File: config.mk
export PLATFORM = sky130hd
export DESIGN_NAME = fp_divider
export DESIGN_NICKNAME = d
export VERILOG_FILES = /design/src/rtl/fp_divider.sv
export SDC_FILE = /design/constraint.sdc
export NUM_CORES = 1
export LEC_CHECK = 0
export CORE_ASPECT_RATIO = 0.75
export CORE_MARGIN = 2
export CORE_UTILIZATION = 35
export CTS_BUF_LIST = sky130_fd_sc_hd__clkbuf_4 sky130_fd_sc_hd__clkbuf_8
export CTS_CLUSTER_DIAMETER = 100
export DETAILED_ROUTE_END_ITERATION = 12
export PLACE_DENSITY_LB_ADDON = 0.2
export SLEW_MARGIN = 20
export SYNTH_ARGS = -nofsm -noshare
export SYNTH_HDL_FRONTEND = slang
export SYNTH_SLANG_ARGS = --single-unit
File: constraint.sdc
create_clock -name clk -period 11.5 [get_ports clk]
set_input_delay 1.725 -clock clk [delete_from_list [all_inputs] [get_ports clk]]
set_output_delay 1.725 -clock clk [all_outputs]
set_load 0.03 [all_outputs]
File: src/rtl/fp_divider.sv
// Sequential single-precision divider: one restoring-division quotient bit per clock,
// with a run/stall handshake. Denormals flush to zero, and overflow or a zero divisor gives signed infinity.
module fp_divider (
    input  logic        clk,
    input  logic        rst,
    input  logic        run,
    input  logic [31:0] x,
    input  logic [31:0] y,
    output logic        stall,
    output logic [31:0] z
);

    localparam logic [4:0] LAST_STEP = 5'd26;
    localparam logic [4:0] DONE_STEP = 5'd27;

    logic [4:0]  step;
    logic [24:0] rem;
    logic [25:0] quo;

    logic        sign;
    logic [7:0]  xe;
    logic [7:0]  ye;
    logic [23:0] mx;
    logic [23:0] my;

    logic [25:0] diff;
    logic        fits;

    logic [23:0]        mant;
    logic               rbit;
    logic [24:0]        mant_rnd;
    logic signed [9:0]  exp_q;

    assign sign = x[31] ^ y[31];
    assign xe   = x[30:23];
    assign ye   = y[30:23];
    assign mx   = {1'b1, x[22:0]};
    assign my   = {1'b1, y[22:0]};

    // diff[25] is the borrow: the divisor does not fit into the partial remainder.
    assign diff = {1'b0, rem} - {2'b00, my};
    assign fits = ~diff[25];

    assign stall = run & (step != DONE_STEP);

    // The step counter saturates at completion so the result is held while run stays high.
    always_ff @(posedge clk or negedge rst) begin
        if (!rst) begin
            step <= 5'd0;
        end else if (!run) begin
            step <= 5'd0;
        end else if (step != DONE_STEP) begin
            step <= step + 5'd1;
        end
    end

    always_ff @(posedge clk or negedge rst) begin
        if (!rst) begin
            rem <= 25'd0;
            quo <= 26'd0;
        end else if (step == 5'd0) begin
            rem <= {1'b0, mx};
            quo <= 26'd0;
        end else if (step <= LAST_STEP) begin
            if (fits) begin
                rem <= {diff[23:0], 1'b0};
                quo <= {quo[24:0], 1'b1};
            end else begin
                rem <= {rem[23:0], 1'b0};
                quo <= {quo[24:0], 1'b0};
            end
        end
    end

    // The mantissa ratio lies in (0.5, 2), so the leading one is in quo[25] or quo[24].
    always_comb begin
        mant = quo[24:1];
        rbit = quo[0];
        if (quo[25]) begin
            mant = quo[25:2];
            rbit = quo[1];
        end
        mant_rnd = {1'b0, mant} + {24'd0, rbit};
        exp_q    = $signed({2'b00, xe}) - $signed({2'b00, ye}) + 10'sd127
                 - $signed({9'd0, ~quo[25]}) + $signed({9'd0, mant_rnd[24]});
    end

    always_comb begin
        z = {sign, exp_q[7:0], mant_rnd[22:0]};
        if (xe == 8'd0) begin
            z = 32'd0;
        end else if (ye == 8'd0) begin
            z = {sign, 8'hFF, 23'd0};
        end else if (exp_q >= 10'sd255) begin
            z = {sign, 8'hFF, 23'd0};
        end else if (exp_q <= 10'sd0) begin
            z = 32'd0;
        end
    end

endmodule

* Yosys cells after proc, flatten, opt, wreduce, memory -nomap -nowiden
Index checks and enable logic that the tools add are counted.
** Word-level totals
- Memory bits (read-only) :: 0
- Register bits :: 56
- Memories kept :: 0
- Input bits :: 67
- Bits in latches :: 0
- Memory bits (writable) :: 0
- Output and inout bits :: 33
- Word-level logic and storage cells :: 36
** Cells by class
- Div/mod/pow operators :: 0
- Reduce and logical (&&, ||, !) cells :: 4
- Equal/unequal tests :: 2
- Add/subtract/negate cells :: 7
- Magnitude comparators :: 3
- Shift-type cells :: 0
- Multiplexer cells :: 14
- Multiply operators :: 0
- Bitwise gates (word level) :: 3
** Operators with widths (number)
- 32-bit 2-to-1 mux :: 4
- 25-bit 2-to-1 mux :: 3
- 26-bit 2-to-1 mux :: 2
- 25-bit by 24-bit subtractor with 26-bit output :: 1
- 24-bit by 1-bit adder with 25-bit output :: 1
- 24-bit 2-to-1 mux :: 1
- 8-bit zero test :: 2
- 10-bit by 2-bit adder with 10-bit output :: 1
- 9-bit by 8-bit adder with 10-bit output, second input constant :: 1
- 10-bit by 9-bit greater-or-equal comparator with 1-bit output, second input constant :: 1
- 10-bit by 1-bit less-or-equal comparator with 1-bit output, second input constant :: 1
- 5-bit 2-to-1 mux :: 2
- 10-bit by 2-bit subtractor with 10-bit output :: 1
- 8-bit by 8-bit subtractor with 9-bit output :: 1
- 5-bit by 1-bit adder with 5-bit output, second input constant :: 1
- 5-bit less-or-equal comparator, second input constant :: 1
- 5-bit zero test :: 1
- 5-bit inequality test, second input constant :: 1
- 1-bit 2-to-1 mux :: 2
- 2-bit by 1-bit inequality test with 1-bit output, second input constant :: 1
- 2-bit nonzero test :: 1
- 1-bit bitwise AND :: 1
- 1-bit inverter :: 1
- 1-bit bitwise XOR :: 1

* Logic depth before layout (Yosys ltp)
Gate-level depths: netlist of the first run.
- Depth in word-level cells :: 9
- Depth in mapped cells :: 26
- Mapped depth without buffers :: 21

* Least setup slack after synthesis of the first run
No wires, ideal clock.
- Path kind :: register to output
- From :: register quo[25]
- To :: output z[11]
- Stages on the path, launching flop included :: 26
- Arrival time :: 6.289 ns
- Required time :: 9.775 ns
- Slack :: 3.486 ns
- Path buffers :: 4
- Cells stage by stage :: dfrtp_1 > buf_6 > buf_6 > clkbuf_1 > mux2_2 > ha_1 > ha_1 > and2_1 > nand4_1 > or4_4 > nor2_1 > nand2_1 > nor2_1 > fa_1 > ha_1 > inv_1 > fa_1 > nor2b_1 > o21ai_0 > a21boi_1 > o31ai_1 > nor2b_1 > a21oi_1 > o31ai_1 > buf_2 > a2111oi_0
** On the way
- Longest elaborated chain between the ends :: 8
- Elaborated cells on any way between the ends :: 12
- Those cells by class :: add/sub: 3; order compare: 2; mux: 6; bitwise: 1
** RTL lines
- start, declared :: RTL line 18 : logic [25:0] quo;
- start signal, assigned :: RTL line 67 : quo <= {quo[24:0], 1'b1};
- start signal, assigned :: RTL line 70 : quo <= {quo[24:0], 1'b0};
- 24-bit 2-to-1 mux (tied with other cells) :: RTL line 79 : if (quo[25]) begin
- 24-bit by 1-bit adder with 25-bit output or 10-bit by 2-bit subtractor with 10-bit output (tied branches) :: RTL line 83, 85
- 10-bit by 2-bit adder with 10-bit output :: RTL line 85 : - $signed({9'd0, ~quo[25]}) + $signed({9'd0, mant_rnd[24]});
- 10-bit by 1-bit less-or-equal comparator with 1-bit output :: RTL line 96 : end else if (exp_q <= 10'sd0) begin
- 32-bit 2-to-1 mux :: RTL line 96
- 32-bit 2-to-1 mux (*) :: RTL line 94 : end else if (exp_q >= 10'sd255) begin
- 32-bit 2-to-1 mux (*) :: RTL line 92 : end else if (ye == 8'd0) begin
- 32-bit 2-to-1 mux (*) :: RTL line 90 : if (xe == 8'd0) begin
- end, declared :: RTL line 10 : output logic [31:0] z
Mark *: on every way between the ends. The rest lies on a longest branch, timed or not.

* Worst setup path after layout of the first run
- From :: register quo[25]
- To :: output z[6]
Same word-level chain as after synthesis.

==> impl_metrics.csv, run 1 <==
group,metric,value,unit
floorplanning,dieArea,17700,sq um
finish,area_delta_synth_final,21.3,%
global_routing,grt_pass1_wl,25.4,mm
floorplanning,die_y,116,um
finish,layout.nets,932,
global_routing,grt_max_degree,57,
cts,clock_latency,320,ps
synthesis,syn-cell-area,5810,sq um
cts,cts_hold_buf,0,
routing,drt-initial-drc-count,353,
place,io_buffers,99,
worst_setup_path,crit_type,"flop to output port",
sta,maxSlewViolCount,0,
finish,stdcell_area,7050,sq um
floorplanning,start_util,36.1,%
worst_setup_path,r2r_setup_slack,8150,ps
finish,drive_above_1_share,5.49,%
synthesis,syn_nets,861,
worst_setup_path,critical_path_arrival,7040,ps
cts,cts_sinks,56,
worst_setup_path,crit_top_cell,"ha_1",
finish,multi_input_area,4030,sq um
routing,antenna_left,0,
synthesis,async_flop_share,100,%
flow_run,maxCapViolCount,0,
status,run_status,"complete, no violations",
cts,cts_setup_buffers,0,
synthesis,synth_area_leader_cell,"dfrtp_1",
global_routing,grt.total_usage,17.0,%
cts,cts_root_buf,"clkbuf_8",
floorplanning,rows,40,
worst_setup_path,r2r_end,"rem[11]$_DFFE_PN0P_",
synthesis,synth_cell_types,77,
synthesis,synth_top_area_share,24.1,%
synthesis,synth_area_leaders,"dfrtp_1, ha_1, nand2_1, xnor2_1, nand3_1",
worst_setup_path,timing.critical_path.slowest_stage_cell,"dfrtp_2",
sta,skew,16.5,ps
cts,htree_levels,2,
place,gp_congestion,0.815,
synthesis,synth_edf_count,0,
worst_setup_path,cp-end-kind,"output port",
worst_setup_path,path_cells,"mux2_2 > ha_1 > ha_1 > and2_1 > nand4_1 > or4_4 > nor2_1 > nand2_1 > nor2_1 > fa_1 > ha_1 > inv_1 > fa_1 > nor2b_1 > o21ai_0 > a21boi_1 > o31ai_1 > nand2_1 > nor3_1 > or3b_1 > a2111oi_0 > clkdlybuf4s50_1",
routing,post-route-drc-count,0,
synthesis,synth.most_common_cell,"nand2_1",
routing,dr.pass1.iters,4,
routing,routedWlPerCell,14.6,um
finish,fill_cells,1684,
synthesis,synthTopCellsByCount,"nand2_1, inv_1, dfrtp_1",
floorplanning,ios,100,
cts,cts_buffers,5,
place,place_area,6950,sq um
worst_hold_path,hp-class,"flop to flop",
routing,via_per_inst,5.26,
sta,setup_viol,0,
worst_setup_path,slowest_delay,980,ps
sta,fmax,114,MHz
finish,register_area,1400,sq um
worst_setup_path,cp.required,9780,ps
worst_setup_path,cp-startpoint,"quo[25]$_DFFE_PN0P_",
cts,tritoncts,"built",
pwr,ir_drop,90.3,uV
synthesis,syn-mean-instance-area,7.78,sq um
worst_setup_path,timing.rr.start,"rem[1]$_DFFE_PN0P_",
routing,routed_wirelength,15.0,mm
sta,period_minus_slack,8760,ps
synthesis,synth-seq-area-share,24.1,%
global_routing,grt_pass1_vias,5180,
pwr,power_density,177,nW/um^2
worst_setup_path,cp-start-kind,"flop",
synthesis,yosysWarnings,0,
cts,ctsResizeCount,0,
sta,slew_headroom,30.8,%
worst_setup_path,rr_worst_depth,10,
floorplanning,die_w,153,um
pwr,leakagePower,2.96,nW
worst_setup_path,crit_end,"z[6]",
sta,tns,0,ps
finish,n_antenna_cell,0,
place,hpwlAfterDp,11.1,mm
sta,rsz0062_at_grt,"no",
floorplanning,core_area,16100,sq um
global_routing,gr-total-overflow,0,
synthesis,syn-instance-count,747,
global_routing,antenna_found_initial,0,
routing,num_vias,5415,
sta,worstMarginPinSlew,1040,ps
synthesis,synth_ff_type,"dfrtp_1",
worst_setup_path,path_max_fanout,46,
sta,fin_crit_sh,76.2,%
cts,clk_pin_slew,110,ps
sta,finalHoldViolCount,0,
synthesis,synth_seq_cells,56,
cts,clockBufferDepth,2,
-- state kept, by name, summed over array words and instances (netlist names) --
| signal | count |
|---|---|
| rem | 25 |
| step | 5 |
| quo | 26 |
-- power by group --
part           internal (W)  leakage, nW  total [W]  switching (W)
combinational      0.000350         2.20   0.000840       0.000490
sequential         0.000245        0.713   0.000286      0.0000418
clock             0.0000516       0.0479   0.000121      0.0000689
-- how the worst min path moves through the flow --
stage | startpoint | end | slack, ps | depth (start not counted)
2_1_floorplan | quo[0]$_DFFE_PN0P_ | quo[0]$_DFFE_PN0P_ | 470 | 2
3_3_place_gp | rem[6]$_DFFE_PN0P_ | rem[6]$_DFFE_PN0P_ | 500 | 2
3_5_place_dp | rem[8]$_DFFE_PN0P_ | rem[8]$_DFFE_PN0P_ | 510 | 1
4_1_cts | rem[8]$_DFFE_PN0P_ | rem[8]$_DFFE_PN0P_ | 540 | 1
5_1_grt | rem[5]$_DFFE_PN0P_ | rem[5]$_DFFE_PN0P_ | 570 | 1
6_report | rem[6]$_DFFE_PN0P_ | rem[6]$_DFFE_PN0P_ | 540 | 2
-- metrics by stage --
step           hold slack (ps)  total power [W]  setup WS (ps)  util, %  std cells
6_report                   538          0.00125           2740     43.7       1029
5_1_grt                    573          0.00135           2100     43.7       1029
4_1_cts                    537          0.00125           2720     43.7       1029
3_5_place_dp               512          0.00112           3080     43.1       1021
3_3_place_gp               501          0.00112           3200     43.1       1021
2_1_floorplan              467         0.000908           3490        -        747
-- layout make-up --
cell class                 instances  area share [%]
tap                              210            3.73
sequential                        56            19.9
clock buffer                       7            1.28
inverter                          59            3.14
clock inverter                     1           0.107
timing repair buffer             106            14.7
multi-input combinational        590            57.1
-- critical path: cells and delay by family (launching register included) --
kind,cells,cell delay [ps]
and+or+nand+nor,10,2480
adders and majority gates,5,1130
AOI/OAI and AO/OA,4,990
DFF,1,980
buffers and inverters,2,810
muxes,1,310
-- cell usage in the layout (no fill, tap or decap), types with 10 or more instances in the layout --
cell and n:
ha_1 43, or3_1 12, clkdlybuf4s50_1 98, o211ai_1 13, nor2_1 49, nor3_1 18, o22ai_1 10, xnor2_1 33
nand3_1 50, xor2_1 25, mux2i_1 16, o21ai_0 26, inv_1 59, nand2_1 93, a21o_1 13, a21oi_1 44
nand4_1 10, dfrtp_1 55, and2_1 11, nor2b_1 11
-- cell families after synthesis --
group,share of synthesized area [%]
AOI/OAI and AO/OA,21.6
xor gates and xnor gates,8.74
adders and majority gates,10.6
buffers and inverters,7.04
DFF,24.1
muxes,3.92
and+or+nand+nor,23.9
-- per-layer routing --
metal / global-route usage (%) / share of wire (%) / vias up / wire [um]
met1: 26.2 / 55 / 2534 / 8250
met3: 2.32 / 3.6 / 4 / 542
met2: 26.4 / 41 / 85 / 6200
met4: 1.54 / 0.26 / 0 / 39
met5: 0 / 0 / - / 0
li1: - / - / 2792 / -
Note: power is estimated with default switching activity, not from simulation.
==> inputs of run 2 (changes only) <==
==> constraint.sdc (replaced) <==
create_clock -name clk -period 8.38 [get_ports clk]
set_input_delay 1.257 -clock clk [delete_from_list [all_inputs] [get_ports clk]]
set_output_delay 1.257 -clock clk [all_outputs]
set_load 0.03 [all_outputs]
==> run 2 against run 1 <==
  * Routed wire length is 1.5% higher
  * Final area barely moved
  * Clock skew is 11 ps lower
  * Largest cell class unchanged
  * Via count down 0.83%
  * Worst hold slack worse by 2.9 ps
  * Die area unchanged
  * Clock power up 34%
  * Critical path depth is 1 higher
  * Critical endpoint unchanged
==> impl_metrics.csv, run 2 (synthesis results as in run 1) <==
group,metric,value,unit
routing,drt-initial-drc-count,346,
worst_setup_path,path_max_fanout,43,
sta,setup_viol,0,
worst_setup_path,path_cells,"buf_4 > nand2_1 > nand2_1 > ha_1 > and2_1 > nand4_1 > or4_4 > nor2_1 > nand2_1 > nor2_1 > fa_1 > ha_1 > inv_1 > fa_1 > nor2b_1 > o21ai_0 > a21boi_1 > o31ai_1 > nand2_1 > nor3_1 > or3b_1 > a2111oi_0 > clkdlybuf4s50_1",
sta,rsz0062_at_grt,"no",
routing,antenna_left,0,
routing,post-route-drc-count,0,
place,hpwlAfterDp,11.3,mm
cts,cts_root_buf,"clkbuf_8",
global_routing,gr-total-overflow,0,
worst_setup_path,crit_family,"simple AND/OR/NAND/NOR gates",
worst_hold_path,min_to,"rem[6]$_DFFE_PN0P_",
cts,clock_latency,330,ps
global_routing,antenna_found_initial,0,
cts,clockBufferDepth,2,
floorplanning,core_area,16100,sq um
finish,register_area,1400,sq um
sta,maxSlewViolCount,0,
cts,cts_setup_buffers,0,
cts,cts_hold_buf,0,
worst_setup_path,r2r_end,"rem[13]$_DFFE_PN0P_",
place,io_buffers,99,
finish,most-common-layout-cells,"clkdlybuf4s50_1, nand2_1, inv_1, dfrtp_1, nand3_1",
global_routing,grt_pass1_vias,5159,
floorplanning,ios,100,
floorplanning,die_w,153,um
place,gp_congestion,0.826,
pwr,power,0.00171,W
finish,multi_input_area,4030,sq um
cts,tritoncts,"built",
global_routing,grt_max_degree,57,
floorplanning,rows,40,
cts,htree_levels,2,
sta,slew_headroom,43.9,%
sta,period_minus_slack,7670,ps
finish,top_regs,"quo: 26 flops, rem: 25 flops, step: 5 flops",
worst_setup_path,crit_top_cell,"nand2_1",
sta,finalHoldViolCount,0,
status,run_status,"complete, no violations",
worst_setup_path,r2r_setup_slack,4980,ps
cts,cts_sinks,56,
worst_hold_path,whs_path_depth,2,
routing,num_vias,5370,
cts,cts_buffers,5,
pwr,leakagePower,2.96,nW
global_routing,grt_pass1_wl,25.7,mm
worst_hold_path,hp-class,"flop to flop",
pwr,ir_drop,126,uV
worst_hold_path,hp-start,"rem[6]$_DFFE_PN0P_",
worst_setup_path,rr_worst_depth,10,
routing,dr.pass1.iters,5,
pwr,power_density,242,nW/um^2
finish,n_antenna_cell,0,
worst_setup_path,path_buf_inv,3,
worst_setup_path,path_depth,23,
routing,routedWlPerCell,14.8,um
sta,tns,0,ps
worst_setup_path,cp-start-kind,"flop",
routing,routed_wirelength,15.3,mm
sta,fin_crit_sh,91.5,%
finish,fill_cells,1631,
worst_setup_path,cp.required,7120,ps
finish,area_delta_synth_final,21.4,%
global_routing,grt.total_usage,17.4,%
finish,layout_commonest_cell,"clkdlybuf4s50_1",
worst_setup_path,timing.critical_path.slowest_stage_cell,"clkdlybuf4s50_1",
flow_run,maxCapViolCount,0,
floorplanning,start_util,36.1,%
finish,layout.nets,933,
sta,finalHoldWorstSlack,535,ps
routing,via_per_inst,5.21,
cts,ctsResizeCount,0,
cts,clk_pin_slew,110,ps
sta,worstMarginPinSlew,842,ps
finish,drive_above_1_share,5.73,%
sta,fmax,130,MHz
floorplanning,die_y,116,um
worst_setup_path,timing.rr.start,"rem[1]$_DFFE_PN0P_",
worst_setup_path,cp-end-kind,"output port",
sta,skew,5.10,ps
finish,largest_register_ffs,26,
worst_setup_path,crit_type,"flop to output port",
worst_setup_path,critical_path_arrival,6410,ps
floorplanning,dieArea,17700,sq um
finish,regMostFlops,"quo",
worst_setup_path,slowest_delay,750,ps
[run 2: cell count changes in the layout (fill, tap and decap cells not counted), sizes merged]
cell      previous run  this run
clkinvlp             1         2
buf                  8         9
clkinv               0         1
clkbuf               7         5
[run 2: how the worst max path moves through the flow]
| stage | from | endpoint |
|---|---|---|
| 6_report | quo[25]$_DFFE_PN0P_ | z[6] |
| 5_1_grt | quo[25]$_DFFE_PN0P_ | z[6] |
| 4_1_cts | quo[25]$_DFFE_PN0P_ | z[6] |
| 3_5_place_dp | y[23] | z[6] |
| 3_3_place_gp | y[23] | z[6] |
| 2_1_floorplan | quo[25]$_DFFE_PN0P_ | z[11] |
[run 2: tightest hold or removal path, stage by stage, from the launching register on]
cell and delay [ps]:
dfrtp_1 380, nand2_1 50, o21ai_0 70
[run 2: metrics by stage]
stage	utilization, %	area, sq um	instances	setup WS, ps
floorplan	-	5810	747	834
global placement	43.2	6960	1022	1020
global route	43.8	7050	1030	34.1
CTS	43.8	7050	1030	675
finish	43.8	7050	1030	711
detailed placement	43.2	6960	1022	957
[run 2: per-layer routing]
| layer | track usage, % | routed length [um] |
|---|---|---|
| met1 | 27.3 | 8590 |
| met2 | 25.8 | 6100 |
| met3 | 2.66 | 496 |
| met4 | 2.22 | 66 |
| met5 | 0 | 0 |
[run 2: power by group]
group	switching, W	internal (W)	leakage (nW)
clock	0.000102	0.0000596	0.0404
combinational	0.000674	0.000479	2.21
sequential	0.0000593	0.000336	0.713
[run 2: layout make-up]
| type | count | area share, % |
|---|---|---|
| Multi-Input combinational cell | 590 | 57.1 |
| Sequential cell | 56 | 19.9 |
| Clock inverter | 3 | 0.337 |
| Timing Repair Buffer | 107 | 14.8 |
| Inverter | 59 | 3.14 |
| Tap cell | 210 | 3.73 |
| Clock buffer | 5 | 0.976 |
==> inputs of run 3 (changes only) <==
--- a/config.mk
+++ b/config.mk
@@ -5,6 +5,8 @@
 export SDC_FILE = /design/constraint.sdc
 export NUM_CORES = 1
 export LEC_CHECK = 0
+export CELL_PAD_IN_SITES_DETAIL_PLACEMENT = 0
+export CELL_PAD_IN_SITES_GLOBAL_PLACEMENT = 1
 export CORE_ASPECT_RATIO = 0.75
 export CORE_MARGIN = 2
 export CORE_UTILIZATION = 35
==> run 3 against run 2 <==
  * Largest cell class unchanged
  * Critical endpoint is now z[11]
  * Fmax down 2.2%
  * Worst hold slack worse by 9.0 ps
  * Sequential cell count unchanged
  * Combinational power up 5%
  * Non-clock buffer count up 2
  * Count of clock-buffer cells in the layout unchanged
  * Sequential share of layout area down 0.21 points
  * Critical path depth unchanged
  * Final area up 1.1%
  * Utilization up 0.47 points
  * Total power up 5.4%
==> impl_metrics.csv, run 3 (synthesis results as in run 1) <==
group,metric,value,unit
worst_setup_path,crit_top_cell,"nand2_1",
finish,register_area,1400,sq um
finish,multi_input_area,4060,sq um
finish,most-common-layout-cells,"clkdlybuf4s50_1, nand2_1, inv_1, dfrtp_1, nand3_1",
sta,tns,0,ps
finish,top_regs,"quo: 26 flops, rem: 25 flops, step: 5 flops",
sta,setup_viol,0,
worst_setup_path,slowest_delay,760,ps
global_routing,grt.total_usage,18.9,%
floorplanning,core_area,16100,sq um
cts,htree_levels,2,
global_routing,grt_pass1_wl,27.3,mm
sta,maxSlewViolCount,0,
global_routing,antenna_found_initial,0,
finish,fill_cells,1646,
worst_setup_path,critical_path_arrival,6590,ps
floorplanning,ios,100,
global_routing,grt_max_degree,57,
worst_hold_path,hp-start,"rem[8]$_DFFE_PN0P_",
cts,clk_pin_slew,110,ps
worst_hold_path,hp-class,"flop to flop",
sta,fmax,128,MHz
sta,rsz0062_at_grt,"no",
sta,finalHoldViolCount,0,
worst_setup_path,path_cells,"buf_6 > nand2_1 > nand2_1 > ha_1 > and2_1 > nand4_1 > or4_4 > nor2_1 > nand2_1 > nor2_1 > fa_1 > ha_1 > inv_1 > fa_1 > nor2b_1 > o21ai_0 > a21boi_1 > o31ai_1 > nand2_1 > nor3_1 > or3b_2 > a2111oi_0 > clkdlybuf4s50_1",
cts,clockBufferDepth,2,
pwr,power,0.00180,W
finish,area_delta_synth_final,22.6,%
sta,slew_headroom,31.0,%
finish,regMostFlops,"quo",
worst_setup_path,cp-startpoint,"quo[25]$_DFFE_PN0P_",
routing,via_per_inst,5.44,
floorplanning,die_y,116,um
status,run_status,"complete, no violations",
worst_setup_path,path_buf_inv,3,
floorplanning,die_w,153,um
cts,clock_latency,330,ps
floorplanning,dieArea,17700,sq um
finish,largest_register_ffs,26,
sta,skew,12.6,ps
routing,post-route-drc-count,0,
floorplanning,rows,40,
worst_setup_path,crit_type,"flop to output port",
routing,routed_wirelength,16.9,mm
worst_setup_path,timing.critical_path.slowest_stage_cell,"clkdlybuf4s50_1",
place,hpwlAfterDp,12.4,mm
routing,dr.pass1.iters,4,
sta,fin_crit_sh,93.6,%
cts,cts_root_buf,"clkbuf_8",
cts,cts_sinks,56,
pwr,leakagePower,3.00,nW
cts,tritoncts,"built",
routing,drt-initial-drc-count,408,
worst_setup_path,timing.rr.start,"rem[1]$_DFFE_PN0P_",
routing,num_vias,5616,
worst_setup_path,path_max_fanout,32,
finish,n_antenna_cell,0,
place,io_buffers,99,
worst_setup_path,cp-end-kind,"output port",
finish,utilization,44.2,%
floorplanning,start_util,36.1,%
finish,layout_commonest_cell,"clkdlybuf4s50_1",
routing,routedWlPerCell,16.3,um
cts,cts_hold_buf,0,
sta,period_minus_slack,7840,ps
flow_run,maxCapViolCount,0,
worst_setup_path,cp.required,7120,ps
global_routing,gr-total-overflow,0,
finish,layout.nets,936,
worst_setup_path,crit_family,"simple AND/OR/NAND/NOR gates",
cts,cts_buffers,5,
worst_setup_path,cp-start-kind,"flop",
sta,finalHoldWorstSlack,526,ps
sta,worstMarginPinSlew,1040,ps
place,gp_congestion,0.873,
global_routing,grt_pass1_vias,5422,
pwr,power_density,253,nW/um^2
routing,antenna_left,0,
finish,drive_above_1_share,6.20,%
pwr,ir_drop,135,uV
==> run 3: path summary, 6_finish.rpt <==
| path | depth (start not counted) | end | slack (ps) |
|---|---|---|---|
| worst max-delay path | 23 | z[11] | 540 |
| worst min-delay path | 1 | rem[8]$_DFFE_PN0P_ | 530 |
| worst max register to register | 10 | rem[4]$_DFFE_PN0P_ | 4980 |
| worst min register to register | 1 | rem[8]$_DFFE_PN0P_ | 530 |
| max in group asynchronous | 2 | quo[25]$_DFFE_PN0P_ | 6760 |
| min in group asynchronous | 2 | rem[14]$_DFFE_PN0P_ | 1040 |
==> run 3: what timing repair did <==
action / 4_1_cts / 5_1_grt
setup endpoints to repair: 0 / 27
resized for setup: 0 / 5
setup buffers: 0 / 2
==> run 3: area by class of cell <==
cell class	instances	area share (%)
well taps	210	3.69
repair buffers	109	14.9
clock buffers	5	0.965
multi-input cells	591	57.0
flip-flops and latches	56	19.7
clock inverters	3	0.667
inverters	59	3.11
==> run 3: where the power goes <==
group | switching [W] | internal, W | leakage, nW | total, W
Sequential | 0.0000595 | 0.000335 | 0.713 | 0.000395
Clock | 0.000104 | 0.0000904 | 0.0583 | 0.000195
Combinational | 0.000721 | 0.000492 | 2.23 | 0.00121
Total | 0.000885 | 0.000918 | 3.00 | 0.00180
==> run 3: metrics by stage <==
stage          cell area [sq um]  worst slack (ps)  instances
2_1_floorplan               5810               834        747
6_report                    7130               538       1033
3_5_place_dp                6970               705       1022
3_3_place_gp                6970               900       1022
4_1_cts                     7080               311       1030
5_1_grt                     7130              13.3       1033
==> run 3: per-layer routing <==
metal | track usage (%) | part of all wire [%] | up-vias
met5 | 0 | 0 | -
met4 | 4.44 | 1.1 | 0
met3 | 2.92 | 4.2 | 15
met2 | 29.9 | 42 | 130
met1 | 27.2 | 52 | 2673
li1 | - | - | 2798
